## src/rtl/wt_mem_req_arbiter.sv

```systemverilog
// wt_mem_req_arbiter: round-robin merge of I$/D$ requests into one registered memory channel, with return routing.
// Optional perf counters enabled by defining WT_MEM_ARB_PERF_CNT_EN.
module wt_mem_req_arbiter #(
  parameter int AddrWidth      = 64,
  parameter int DataWidth      = 64,
  parameter int RtrnWidth      = 128,
  parameter int TidWidth       = 2,
  parameter int MaxOutstanding = 4
) (
  input  logic                 clk_i,
  input  logic                 rst_i,
  input  logic                 icache_data_req_i,
  output logic                 icache_data_ack_o,
  input  logic [AddrWidth-1:0] icache_paddr_i,
  input  logic [TidWidth-1:0]  icache_tid_i,
  input  logic                 dcache_data_req_i,
  output logic                 dcache_data_ack_o,
  input  logic [1:0]           dcache_rtype_i,
  input  logic [AddrWidth-1:0] dcache_paddr_i,
  input  logic [2:0]           dcache_size_i,
  input  logic [DataWidth-1:0] dcache_data_i,
  input  logic [TidWidth-1:0]  dcache_tid_i,
  output logic                 mem_req_valid_o,
  input  logic                 mem_req_ready_i,
  output logic [1:0]           mem_req_rtype_o,
  output logic [AddrWidth-1:0] mem_req_paddr_o,
  output logic [2:0]           mem_req_size_o,
  output logic [DataWidth-1:0] mem_req_data_o,
  output logic [TidWidth:0]    mem_req_tid_o,
  input  logic                 mem_rtrn_vld_i,
  input  logic [TidWidth:0]    mem_rtrn_tid_i,
  input  logic [RtrnWidth-1:0] mem_rtrn_data_i,
  output logic                 icache_rtrn_vld_o,
  output logic                 dcache_rtrn_vld_o,
  output logic [TidWidth-1:0]  rtrn_tid_o,
  output logic [RtrnWidth-1:0] rtrn_data_o,
`ifdef WT_MEM_ARB_PERF_CNT_EN
  output logic [31:0]          perf_igrant_o,
  output logic [31:0]          perf_dgrant_o,
  output logic [31:0]          perf_stall_o,
`endif
  output logic                 busy_o,
  output logic                 err_o
);
  localparam int CntW = $clog2(MaxOutstanding + 1);
  logic                 valid_q, valid_d;
  logic [1:0]           rtype_q, rtype_d;
  logic [AddrWidth-1:0] paddr_q, paddr_d;
  logic [2:0]           size_q, size_d;
  logic [DataWidth-1:0] data_q, data_d;
  logic [TidWidth:0]    tid_q, tid_d;
  logic                 rr_q, rr_d;
  logic [CntW-1:0]      icnt_q, icnt_d, dcnt_q, dcnt_d;
  logic                 err_q, err_d;
  logic can_load, i_elig, d_elig, igrant, dgrant, iret, dret, idec, ddec;
  // rr_q=0 favours I$; acks and returns are suppressed while reset is asserted
  always_comb begin
    can_load = !valid_q | mem_req_ready_i;
    i_elig   = icache_data_req_i & (icnt_q < CntW'(MaxOutstanding)) & can_load & !rst_i;
    d_elig   = dcache_data_req_i & (dcnt_q < CntW'(MaxOutstanding)) & can_load & !rst_i;
    igrant   = i_elig & (!d_elig | !rr_q);
    dgrant   = d_elig & (!i_elig | rr_q);
    rr_d     = (i_elig & d_elig) ? igrant : rr_q;
    valid_d  = igrant | dgrant | (valid_q & !mem_req_ready_i);
    rtype_d  = igrant ? 2'd0 : dgrant ? dcache_rtype_i + 2'd1 : rtype_q;
    paddr_d  = igrant ? icache_paddr_i : dgrant ? dcache_paddr_i : paddr_q;
    size_d   = igrant ? 3'b100 : dgrant ? dcache_size_i : size_q;
    data_d   = igrant ? '0 : dgrant ? dcache_data_i : data_q;
    tid_d    = igrant ? {1'b0, icache_tid_i} : dgrant ? {1'b1, dcache_tid_i} : tid_q;
    iret     = mem_rtrn_vld_i & !mem_rtrn_tid_i[TidWidth] & !rst_i;
    dret     = mem_rtrn_vld_i & mem_rtrn_tid_i[TidWidth] & !rst_i;
    idec     = iret & (icnt_q != '0);
    ddec     = dret & (dcnt_q != '0);
    icnt_d   = icnt_q + CntW'(igrant) - CntW'(idec);
    dcnt_d   = dcnt_q + CntW'(dgrant) - CntW'(ddec);
    err_d    = err_q | (iret & (icnt_q == '0)) | (dret & (dcnt_q == '0));
  end
  always_ff @(posedge clk_i or posedge rst_i) begin
    if (rst_i) begin
      valid_q <= 1'b0;
      rtype_q <= '0;
      paddr_q <= '0;
      size_q  <= '0;
      data_q  <= '0;
      tid_q   <= '0;
      rr_q    <= 1'b0;
      icnt_q  <= '0;
      dcnt_q  <= '0;
      err_q   <= 1'b0;
    end else begin
      valid_q <= valid_d;
      rtype_q <= rtype_d;
      paddr_q <= paddr_d;
      size_q  <= size_d;
      data_q  <= data_d;
      tid_q   <= tid_d;
      rr_q    <= rr_d;
      icnt_q  <= icnt_d;
      dcnt_q  <= dcnt_d;
      err_q   <= err_d;
    end
  end
`ifdef WT_MEM_ARB_PERF_CNT_EN
  logic [31:0] pig_q, pdg_q, pst_q;
  always_ff @(posedge clk_i or posedge rst_i) begin
    if (rst_i) begin
      pig_q <= '0;
      pdg_q <= '0;
      pst_q <= '0;
    end else begin
      pig_q <= pig_q + 32'(igrant);
      pdg_q <= pdg_q + 32'(dgrant);
      pst_q <= pst_q + 32'(valid_q & !mem_req_ready_i);
    end
  end
  assign perf_igrant_o = pig_q;
  assign perf_dgrant_o = pdg_q;
  assign perf_stall_o  = pst_q;
`endif
  assign icache_data_ack_o = igrant;
  assign dcache_data_ack_o = dgrant;
  assign mem_req_valid_o   = valid_q;
  assign mem_req_rtype_o   = rtype_q;
  assign mem_req_paddr_o   = paddr_q;
  assign mem_req_size_o    = size_q;
  assign mem_req_data_o    = data_q;
  assign mem_req_tid_o     = tid_q;
  assign icache_rtrn_vld_o = iret;
  assign dcache_rtrn_vld_o = dret;
  assign rtrn_tid_o        = rst_i ? '0 : mem_rtrn_tid_i[TidWidth-1:0];
  assign rtrn_data_o       = rst_i ? '0 : mem_rtrn_data_i;
  assign busy_o            = valid_q | (icnt_q != '0) | (dcnt_q != '0);
  assign err_o             = err_q;
endmodule
```

## config.mk

```make
export PLATFORM = sky130hd
export DESIGN_NAME = wt_mem_req_arbiter
export DESIGN_NICKNAME = d
export VERILOG_FILES = /design/src/rtl/wt_mem_req_arbiter.sv
export SDC_FILE = /design/constraint.sdc
export NUM_CORES = 1
export LEC_CHECK = 0
export CORE_AREA = 2 2 241 243
export DETAILED_ROUTE_END_ITERATION = 16
export DIE_AREA = 0 0 243 245
export DONT_BUFFER_PORTS = 1
export PLACE_DENSITY = 0.35
export SLEW_MARGIN = 20
export SYNTH_ARGS = -nofsm -noshare
export SYNTH_HDL_FRONTEND = slang
export SYNTH_SLANG_ARGS = --single-unit
```

## constraint.sdc

```tcl
create_clock -name clk_i -period 8.3 [get_ports clk_i]
set_clock_uncertainty 0.1 [all_clocks]
set_input_delay 2.075 -clock clk_i [delete_from_list [all_inputs] [get_ports clk_i]]
set_output_delay 2.075 -clock clk_i [all_outputs]
set_load 0.05 [all_outputs]
```

* Word level (Yosys, flattened, before mapping)
Index checks and enable logic that the tools add are counted.
** Storage, ports and cells
- Flip-flop bits (word level) :: 145
- Input bits :: 338
- Output and inout bits :: 273
** Cells by class
- $add $sub $neg :: 5
- $lt $le $gt $ge :: 2
- Mux-type cells :: 12
- Bitwise logic cells :: 27
- Reduce and logical (&&, ||, !) cells :: 12
** Operators by type and width (count)
- $mux 64 :: 4
- $mux 128 :: 1
- $and 1x1->1 :: 18
- $mux 3 :: 4
- $or 1x1->1 :: 9
- $logic_not 1->1 :: 7
- $add 3x1->3 :: 2
- $logic_not 3->1 :: 2
- $lt 3x3->1 const B :: 2
- $mux 2 :: 3
- $reduce_bool 3->1 :: 2
- $sub 3x1->3 :: 2
- $add 2x1->2 const B :: 1
- $reduce_bool 2->1 :: 1

* Longest topological paths before layout
Gate-level depths: netlist of run 1.
- Depth after elaboration :: 9
- Gate-level depth with buffers :: 9
- Gate-level depth less buffers :: 9

* Worst setup path after synthesis of run 1
OpenSTA, ideal clock, no wires.
- Path type :: input-to-output
- From :: input port rst_i
- To :: output port icache_data_ack_o
- Data arrival time :: 6.397 ns
- Data required time :: 6.125 ns
- Setup slack :: -0.272 ns
- Stages on the path :: 4
- Cells stage by stage :: inv_1 nand4_1 buf_2 inv_1
** Between the ends
- Cells in the longest elaborated chain, start to end :: 5
- Elaborated cells between the ends (all ways) :: 6
** Ends and longest elaborated chain
- from (decl) :: RTL line 11 : input logic rst_i,
- $logic_not 1->1 (no line) *
- $and 1x1->1 :: RTL line 60 : d_elig = dcache_data_req_i & (dcnt_q < CntW'(MaxOutstanding)) & can_load & !rst_i;
- $logic_not 1->1 :: RTL line 61 : igrant = i_elig & (!d_elig | !rr_q);
- $or 1x1->1 :: RTL line 61
- $and 1x1->1 * :: RTL line 61
- to (decl) :: RTL line 13 : output logic icache_data_ack_o,
Every way passes the cells marked *; elsewhere a longest branch is shown, timed or not.

* Worst setup path in the final report of run 1
- From :: input port mem_req_ready_i
- To :: output port icache_data_ack_o
** Between the ends
- Cells in the longest elaborated chain, start to end :: 6
- Elaborated cells between the ends (all ways) :: 8
** Ends and longest elaborated chain
- from (decl) :: RTL line 24 : input logic mem_req_ready_i,
- $or 1x1->1 * :: RTL line 58 : can_load = !valid_q | mem_req_ready_i;
- $and 1x1->1 (2 in series) :: RTL line 60
- $logic_not 1->1 :: RTL line 61
- $or 1x1->1 :: RTL line 61
- $and 1x1->1 * :: RTL line 61
Marked as above.

==> results of run 1 <==
[cell usage in the layout (no fill, tap or decap), drive strengths merged, types with 3 or more instances in the layout]
master	count
a22o	67
buf	43
bufinv	5
clkbuf	20
clkinv	3
dfrtp	145
diode	13
ha	4
inv	14
nor2	135
nor2b	133
o22ai	66
xnor2	3
xor2	3
[registers in the layout, indices dropped and copies added (netlist names)]
name,count
mem_req_data_o,64
mem_req_paddr_o,64
dcnt_q,3
icnt_q,3
mem_req_size_o,3
mem_req_tid_o,3
mem_req_rtype_o,2
err_o,1
mem_req_valid_o,1
rr_q,1
[power by group through the flow]
stage	Combinational, mW	Clock, mW	Sequential (mW)
floorplan	0.623	0	2.41
global placement	0.767	0	2.56
detailed placement	0.781	0	2.55
CTS	0.781	0.941	2.54
global route	0.857	0.961	2.57
finish	0.763	0.893	2.53
[per-stage QoR]
step	cells	hold slack, ns	utilization, %
after global routing	1433	0.424	14.5
after detailed placement	1396	0.405	13.3
final	1441	0.414	14.6
after floorplan	637	0.362	-
after CTS	1428	0.418	14.5
after global placement	1396	0.391	13.3
[cell families (layout without fill, tap and decap cells)]
| logic type | after synthesis | in the layout | synth area share (%) |
|---|---|---|---|
| adder cells (fa/ha/maj) | 6 | 6 | 1.38 |
| AND/OR/NAND/NOR | 281 | 281 | 21.9 |
| XOR/XNOR | 6 | 6 | 0.806 |
| buffers and inverters | 61 | 87 | 4.26 |
| other | 0 | 13 | 0 |
| flip-flops | 145 | 145 | 55.7 |
| AO/OA/AOI/OAI | 138 | 138 | 16.0 |
[worst max-delay path by stage]
| stage | from | cells past startpoint | endpoint | slack (ns) |
|---|---|---|---|---|
| 4_1_cts | mem_req_ready_i | 4 | icache_data_ack_o | 2.53 |
| 5_1_grt | mem_req_ready_i | 4 | icache_data_ack_o | 2.41 |
| 3_5_place_dp | mem_req_ready_i | 4 | icache_data_ack_o | 2.52 |
| 6_report | mem_req_ready_i | 4 | icache_data_ack_o | 2.54 |
| 3_3_place_gp | mem_req_ready_i | 4 | icache_data_ack_o | 2.56 |
| 2_1_floorplan | rst_i | 4 | icache_data_ack_o | 1.02 |
[cell type report]
| cell class | count | area (um^2) | share of cell area (%) |
|---|---|---|---|
| repair buffers | 43 | 335 | 4.04 |
| clock buffers | 20 | 457 | 5.50 |
| well taps | 765 | 957 | 11.5 |
| clock inverters | 12 | 203 | 2.44 |
| multi-input cells | 431 | 2640 | 31.8 |
| diodes | 13 | 32.5 | 0.392 |
| inverters | 12 | 48.8 | 0.588 |
| flip-flops and latches | 145 | 3630 | 43.7 |
[per-layer routing]
layer | track usage [%] | up-vias | part of all wire (%)
li1 | - | 2225 | -
met1 | 10.6 | 2621 | 32
met2 | 20.9 | 402 | 54
met3 | 5.35 | 72 | 9.9
met4 | 4.71 | 26 | 3.2
met5 | 0 | - | 0.53
==> run metrics, run 1 <==
largest net degree at the start of global routing=150; Hold Path End=rr_q; Clock power frac=between 20% and 30%; count leader, synth=dfrtp_1; Slew Limit Fails=0; area added between synthesis and finish=27.3%; total power after layout=4.18 mW; top cells by count, synth=dfrtp_1, nor2_1, nor2b_1; synth top area cells=dfrtp_1, nor2b_1, a22o_1, nor2_1, o22ai_1; status=completed; Worst slew margin=around 23%; Sw Pwr=roughly 2.3 mW; CTS root buffer=clkbuf_16; Min-Delay Path Class=reg -> reg; Comb power frac=a little under a fifth; Syn. warnings=0; Die Span X=243 um; remaining antenna violation count=0; Hold Vio Cnt, Final=0; Yosys top cell by area=dfrtp_1; top cell type's share of synthesized area=around 56%; gr usage total=11.3%; Hold Path Origin=rr_q; Sequential Power Share=between 60% and 70%; DR pass1 iterations=4; pwr dens=between 500 and 600 mW/mm^2; critical setup path kind=in -> out; routed via count=5,346; number of global-route vias before repair=5,353; Final Critical Period=about 5.8 ns; PnR worst setup slack=2.54 ns; maximum clock path buffer count=2; post-CTS setup buffer count=0; internal power=between 1.5 and 2 mW; initial DRC count=269; Finished Cell Area=roughly 0.0083 mm^2; setup TNS=0 ns; Post-DP Area=~0.0076 mm^2; Setup violations, final=0; async set or reset register ratio after synthesis=between 90% and 100%; share of cells above drive strength 1=between 10% and 20%; slew of the pin with the lowest slew margin=1.15 ns; fill count=roughly 6,500; max-cap violations=0; routed length per instance=23.9 um; Cells after Synth=about 640; post-layout net count=994; io pins=~610; CTS tree=built; CP startpoint kind=input pin; CTS resizes=0; unrepaired setup endpoints after global routing=no; post-place setup slack=2.52 ns; FMAX=approximately 170 MHz; CP max stage delay=between 0.5 and 0.6 ns; total gr overflow=0; Initial Util=between 10 and 15%; Pleak=3.37 nW; die area=approximately 0.060 mm^2; crit path cell chain=nand2b_1, nand4_1, buf_4, inv_1; worst r2r dst=icnt_q[2]; Synth Flop Type=dfrtp_1; worst skew pair latency=around 0.48 ns; Req. time, crit path=about 6.1 ns; Residual DRC=0; r2r setup slk=roughly 4.8 ns; Worst EP arrival=about 3.6 ns; sequential area share after synthesis=55.7%; Worst path slowest cell=buf_4; peak supply drop=around 160 uV; Post-Route WL=between 30,000 and 40,000 um; hpwl dp=about 28,000 um; net switching fraction of the power=between 50% and 60%; Crit. End Element=output port; Buffers on Ports=0; Die H=~250 um; hold_buf cts=0; CTS Buf Count=17; cell depth of the worst hold path=1; Via density=approximately 3.7; R2R cell count=8; placeable core region=between 0.05 and 0.06 mm^2; Final period util=a little under 70%; Cell Area, Synth=~0.0065 mm^2; first-pass GRT wire length=~46,000 um; syn avg cell area=10.2 um^2; Final GP Congestion=a little under 0.9; maximum level of the CTS H-tree=4; Syn Nets=roughly 1,000; Bufs and invs on worst path=2; Seq cells post-synth=approximately 150; clk slew on worst S/H paths=around 0.080 ns; number of synthesized flops with an enable pin=0; row cnt=between 80 and 90; delay-heaviest family, CP=buffers and inverters; initial antenna violation count=35; crit path max fanout=67; reg2reg start=mem_req_valid_o; Clock Sinks=approximately 150; Synth cell types=31
Note: power is estimated with default switching activity, not from simulation.
==> run 2, diff against run 1 <==
--- a/config.mk
+++ b/config.mk
@@ -5,9 +5,9 @@
 export SDC_FILE = /design/constraint.sdc
 export NUM_CORES = 1
 export LEC_CHECK = 0
-export CORE_AREA = 2 2 241 243
+export CORE_AREA = 2 2 235 237
 export DETAILED_ROUTE_END_ITERATION = 16
-export DIE_AREA = 0 0 243 245
+export DIE_AREA = 0 0 237 239
 export DONT_BUFFER_PORTS = 1
 export PLACE_DENSITY = 0.35
 export SLEW_MARGIN = 20
==> constraint.sdc (replaced) <==
create_clock -name clk_i -period 6 [get_ports clk_i]
set_clock_uncertainty 0.1 [all_clocks]
set_input_delay 1.5 -clock clk_i [delete_from_list [all_inputs] [get_ports clk_i]]
set_output_delay 1.5 -clock clk_i [all_outputs]
set_load 0.05 [all_outputs]
==> run 2 against run 1 <==
  * Hold slack got worse by 0.0038 ns
  * Wire length decreased by 8.8%
  * First-iteration DRC count increased by 30%
  * Core utilization increased by 0.47 points
  * Register-to-register slack got worse by 2.1 ns
  * Final area decreased by 1.7%
  * Sequential power increased by 38%
  * Critical path depth decreased by 1
  * Worst setup slack got worse by 1.0 ns
  * Via count decreased by 1.4%
  * Flip-flop and latch count unchanged
  * Critical endpoint is now dcache_data_ack_o
  * Largest power group unchanged
==> run metrics, run 2 (same netlist as run 1, synthesis figures left out) <==
row cnt=86; CTS tree=built; Crit. End Element=output port; number of global-route vias before repair=between 5,000 and 6,000; Post-Route WL=around 31,000 um; crit path max fanout=approximately 130; Die H=between 200 and 250 um; max-cap violations=0; DR pass1 iterations=5; Buffers on Ports=0; die area=0.0566 mm^2; pwr dens=about 690 mW/mm^2; maximum clock path buffer count=2; Bufs and invs on worst path=2; CTS root buffer=clkbuf_16; gr usage total=10.8%; Clock Sinks=145; delay-heaviest family, CP=buffers and inverters; Hold Vio Cnt, Final=0; maximum level of the CTS H-tree=4; hold_buf cts=0; total power after layout=around 5.6 mW; Final GP Congestion=0.910; Pleak=about 3.3 nW; initial DRC count=349; Min-Delay Path Class=reg -> reg; share of cells above drive strength 1=12.2%; io pins=611; initial antenna violation count=24; Worst EP arrival=about 2.9 ns; Req. time, crit path=approximately 4.4 ns; Slew Limit Fails=0; CP max stage delay=roughly 0.58 ns; routed via count=approximately 5,300; most frequent cells in the layout=dfrtp_1, nor2_1, nor2b_1; unrepaired setup endpoints after global routing=no; Worst slew margin=23.2%; status=completed; Residual DRC=0; crit path cell chain=clkinvlp_4, nand4_4, clkinv_2; post-layout net count=995; commonest non-fill, non-tap cell in the layout=dfrtp_1; Die Span X=~240 um; worst skew pair latency=0.46 ns; CTS Buf Count=17; Worst path slowest cell=clkinv_2; Final period util=74.3%; largest net degree at the start of global routing=between 100 and 150; remaining antenna violation count=0; peak supply drop=approximately 250 uV; hpwl dp=~25,000 um; FMAX=approximately 220 MHz; setup TNS=0 ns; critical setup path kind=in -> out; area added between synthesis and finish=25.2%; Initial Util=between 10% and 20%; total gr overflow=0; Final Critical Period=4.46 ns; Setup violations, final=0; routed length per instance=around 23 um; CTS resizes=0; placeable core region=around 0.054 mm^2; post-CTS setup buffer count=0; first-pass GRT wire length=about 42,000 um; Via density=approximately 3.8; CP startpoint kind=input pin; slew of the pin with the lowest slew margin=1.15 ns; clk slew on worst S/H paths=0.06 ns
run 2: area by class of cell:
cell class,instances,area (um^2)
clock buffer,20,447
fill,6083,46200
clock inverter,12,148
multi-input combinational,431,2640
tap,704,881
timing repair buffer,44,343
antenna,11,27.5
inverter,12,50.0
sequential,145,3630
run 2: final timing paths:
kind                                  from                  to  slack (ns)  depth (start not counted)
setup / recovery                     rst_i   dcache_data_ack_o        1.54                          3
hold / removal                        rr_q                rr_q        0.41                          1
setup reg to reg           mem_req_valid_o           dcnt_q[2]        2.64                          7
hold reg to reg                       rr_q                rr_q        0.41                          1
max in group asynchronous            rst_i  mem_req_paddr_o[5]        3.44                          3
min in group asynchronous            rst_i  mem_req_data_o[63]        0.85                          1
run 2: per-layer routing:
metal | up-vias | track usage [%] | wire [um]
met3 | 27 | 8.57 | 5260
met5 | - | 2.34 | 179
met1 | 2616 | 13.8 | 13200
met2 | 406 | 13.0 | 12200
li1 | 2220 | - | -
met4 | 2 | 3.76 | 546
run 2: where the power goes:
part | internal [mW] | total (mW) | switching (mW)
clock | 0.632 | 1.11 | 0.475
combinational | 0.396 | 1.03 | 0.636
sequential | 1.43 | 3.50 | 2.07
run 2: stage by stage:
stage / utilization (%) / setup slack, ns / hold slack, ns / cell area, um^2 / cells
5_1_grt: 15.0 / 1.34 / 0.429 / 8150 / 1376
3_5_place_dp: 13.9 / 1.43 / 0.396 / 7540 / 1336
4_1_cts: 15.0 / 1.44 / 0.409 / 8130 / 1368
6_report: 15.0 / 1.54 / 0.410 / 8160 / 1379
2_1_floorplan: - / -0.131 / 0.362 / 6530 / 637
3_3_place_gp: 13.9 / 1.45 / 0.404 / 7540 / 1336
==> run 3, diff against run 2 <==
--- a/config.mk
+++ b/config.mk
@@ -5,9 +5,9 @@
 export SDC_FILE = /design/constraint.sdc
 export NUM_CORES = 1
 export LEC_CHECK = 0
-export CORE_AREA = 2 2 235 237
+export CORE_AREA = 2 2 241 243
 export DETAILED_ROUTE_END_ITERATION = 16
-export DIE_AREA = 0 0 237 239
+export DIE_AREA = 0 0 243 245
 export DONT_BUFFER_PORTS = 1
 export PLACE_DENSITY = 0.35
 export SLEW_MARGIN = 20
==> constraint.sdc (replaced) <==
create_clock -name clk_i -period 3.8 [get_ports clk_i]
set_clock_uncertainty 0.1 [all_clocks]
set_input_delay 0.95 -clock clk_i [delete_from_list [all_inputs] [get_ports clk_i]]
set_output_delay 0.95 -clock clk_i [all_outputs]
set_load 0.05 [all_outputs]
==> run 3 against run 2 <==
  * Sequential power up 57%
  * Critical path depth stayed put
  * Global-route usage is 1.3 points higher
  * Final cell count up 12%
  * Total power up 60%
  * Final area grew 11%
  * Sequential share of layout area shrank 4.4 points
  * Critical path type is now reg -> out
  * Largest power group unchanged
  * Highest routed layer unchanged
==> run metrics, run 3 (same netlist as run 1, synthesis figures left out) <==
hold_buf cts=0; CTS root buffer=clkbuf_16; FMAX=about 320 MHz; Pleak=a little under 4 nW; Clock Sinks=approximately 150; final cell count without fillers=~1,500; delay-heaviest family, CP=flip-flops; clk slew on worst S/H paths=roughly 0.06 ns; Crit. End Element=output port; number of global-route vias before repair=roughly 6,000; Placed Cells=1,497; slew of the pin with the lowest slew margin=approximately 0.90 ns; Worst EP arrival=between 2 and 2.5 ns; Min-Delay Path Class=in -> async; worst r2r dst=icnt_q[2]; row cnt=88; Slew Limit Fails=0; CP max stage delay=between 0.6 and 0.7 ns; Final period util=just over 80%; Post-Route WL=approximately 37,000 um; initial antenna violation count=31; crit path max fanout=5; Die H=245 um; Post-DP Area=between 0.008 and 0.009 mm^2; Residual DRC=0; largest net degree at the start of global routing=approximately 130; pwr dens=between 900 and 1000 mW/mm^2; Setup violations, final=0; critical setup path kind=reg -> out; peak supply drop=roughly 380 uV; Bufs and invs on worst path=1; initial DRC count=~300; max-cap violations=0; remaining antenna violation count=0; gr usage total=12.1%; Worst path slowest cell=dfrtp_1; Final Core Density=around 16%; Req. time, crit path=roughly 2.8 ns; r2r setup slk=~0.96 ns; Final GP Congestion=0.820; CTS resizes=0; CP startpoint kind=flip-flop; Initial Util=a little under an eighth; CP endpoint=icache_data_ack_o; maximum clock path buffer count=2; Via density=roughly 3.7; worst hold slack=roughly 0.33 ns; reg2reg start=mem_req_valid_o; post-place setup slack=between 0.6 and 0.7 ns; routed via count=~5,700; post-CTS setup buffer count=0; hpwl dp=31,000 um; Final Critical Period=3.11 ns; PnR worst setup slack=around 0.7 ns; Finished Cell Area=approximately 0.0091 mm^2; status=completed; maximum level of the CTS H-tree=4; crit path cell chain=nand2b_1, nand4_1, clkinvlp_4; Crit. path cell count=3; DR pass1 iterations=4; Die Span X=~240 um; first-pass GRT wire length=roughly 49,000 um; worst skew pair latency=around 0.46 ns; CTS Buf Count=17; io pins=around 610; Hold Vio Cnt, Final=0; Buffers on Ports=0; post-layout net count=approximately 1,100; Crit. Startpoint=mem_req_valid_o; area added between synthesis and finish=38.8%; placeable core region=0.0570 mm^2; setup TNS=0 ns; die area=roughly 0.06 mm^2; unrepaired setup endpoints after global routing=no; commonest non-fill, non-tap cell in the layout=dfrtp_1; Worst slew margin=39.7%; share of cells above drive strength 1=24.5%; most frequent cells in the layout=dfrtp_1, buf_4, nor2_1; routed length per instance=between 20 and 25 um; total power after layout=9.04 mW; total gr overflow=0; R2R cell count=8; CTS tree=built
## run 3: cell types whose count changed in the layout (fill, tap and decap cells not counted), moves of 2 or more
cell        before  now
buf_4           43  142
clkinvlp_4       2    4
diode_2         11   18
fa_1             2    0
fa_2             0    2
ha_1             4    2
ha_4             0    2
inv_8            2    0
## run 3: layer usage
metal	share of wire, %	track usage, %	routed length [um]
met2	56	23.6	20900
met4	4.9	6.75	1840
met3	8.4	4.91	3120
met5	0.35	0	129
met1	30	10.3	11200
## run 3: report_power, final
group | leakage, nW | total [mW] | internal, mW | switching [mW]
Sequential | 1.74 | 5.50 | 2.25 | 3.24
Clock | 0.286 | 1.74 | 1.00 | 0.739
Combinational | 1.81 | 1.80 | 0.718 | 1.08
Total | 3.84 | 9.04 | 3.97 | 5.06
## run 3: worst min-delay path by stage
stage,startpoint,endpoint,depth (start not counted)
global route,rst_i,icnt_q[2],2
floorplan,rr_q,rr_q,1
detailed placement,rr_q,rr_q,1
finish,rst_i,icnt_q[0],2
global placement,rr_q,rr_q,1
CTS,rst_i,icnt_q[0],2
## run 3: final cells by class
class / instances / area [um^2]
Multi-Input combinational cell: 431 / 2670
Antenna cell: 18 / 45.0
Tap cell: 765 / 957
Sequential cell: 145 / 3630
Clock inverter: 12 / 134
Inverter: 12 / 52.6
Clock buffer: 20 / 457
Fill cell: 6467 / 48000
Timing Repair Buffer: 144 / 1110
## run 3: worst reg2reg max path: stages, from the launching register on
cell and delay, ns:
dfrtp_1 0.68, nand2b_1 0.31, nand4_1 0.26, clkinvlp_4 0.35
buf_4 0.28, ha_4 0.16, fa_2 0.33, xor2_1 0.15
xnor2_1 0.12
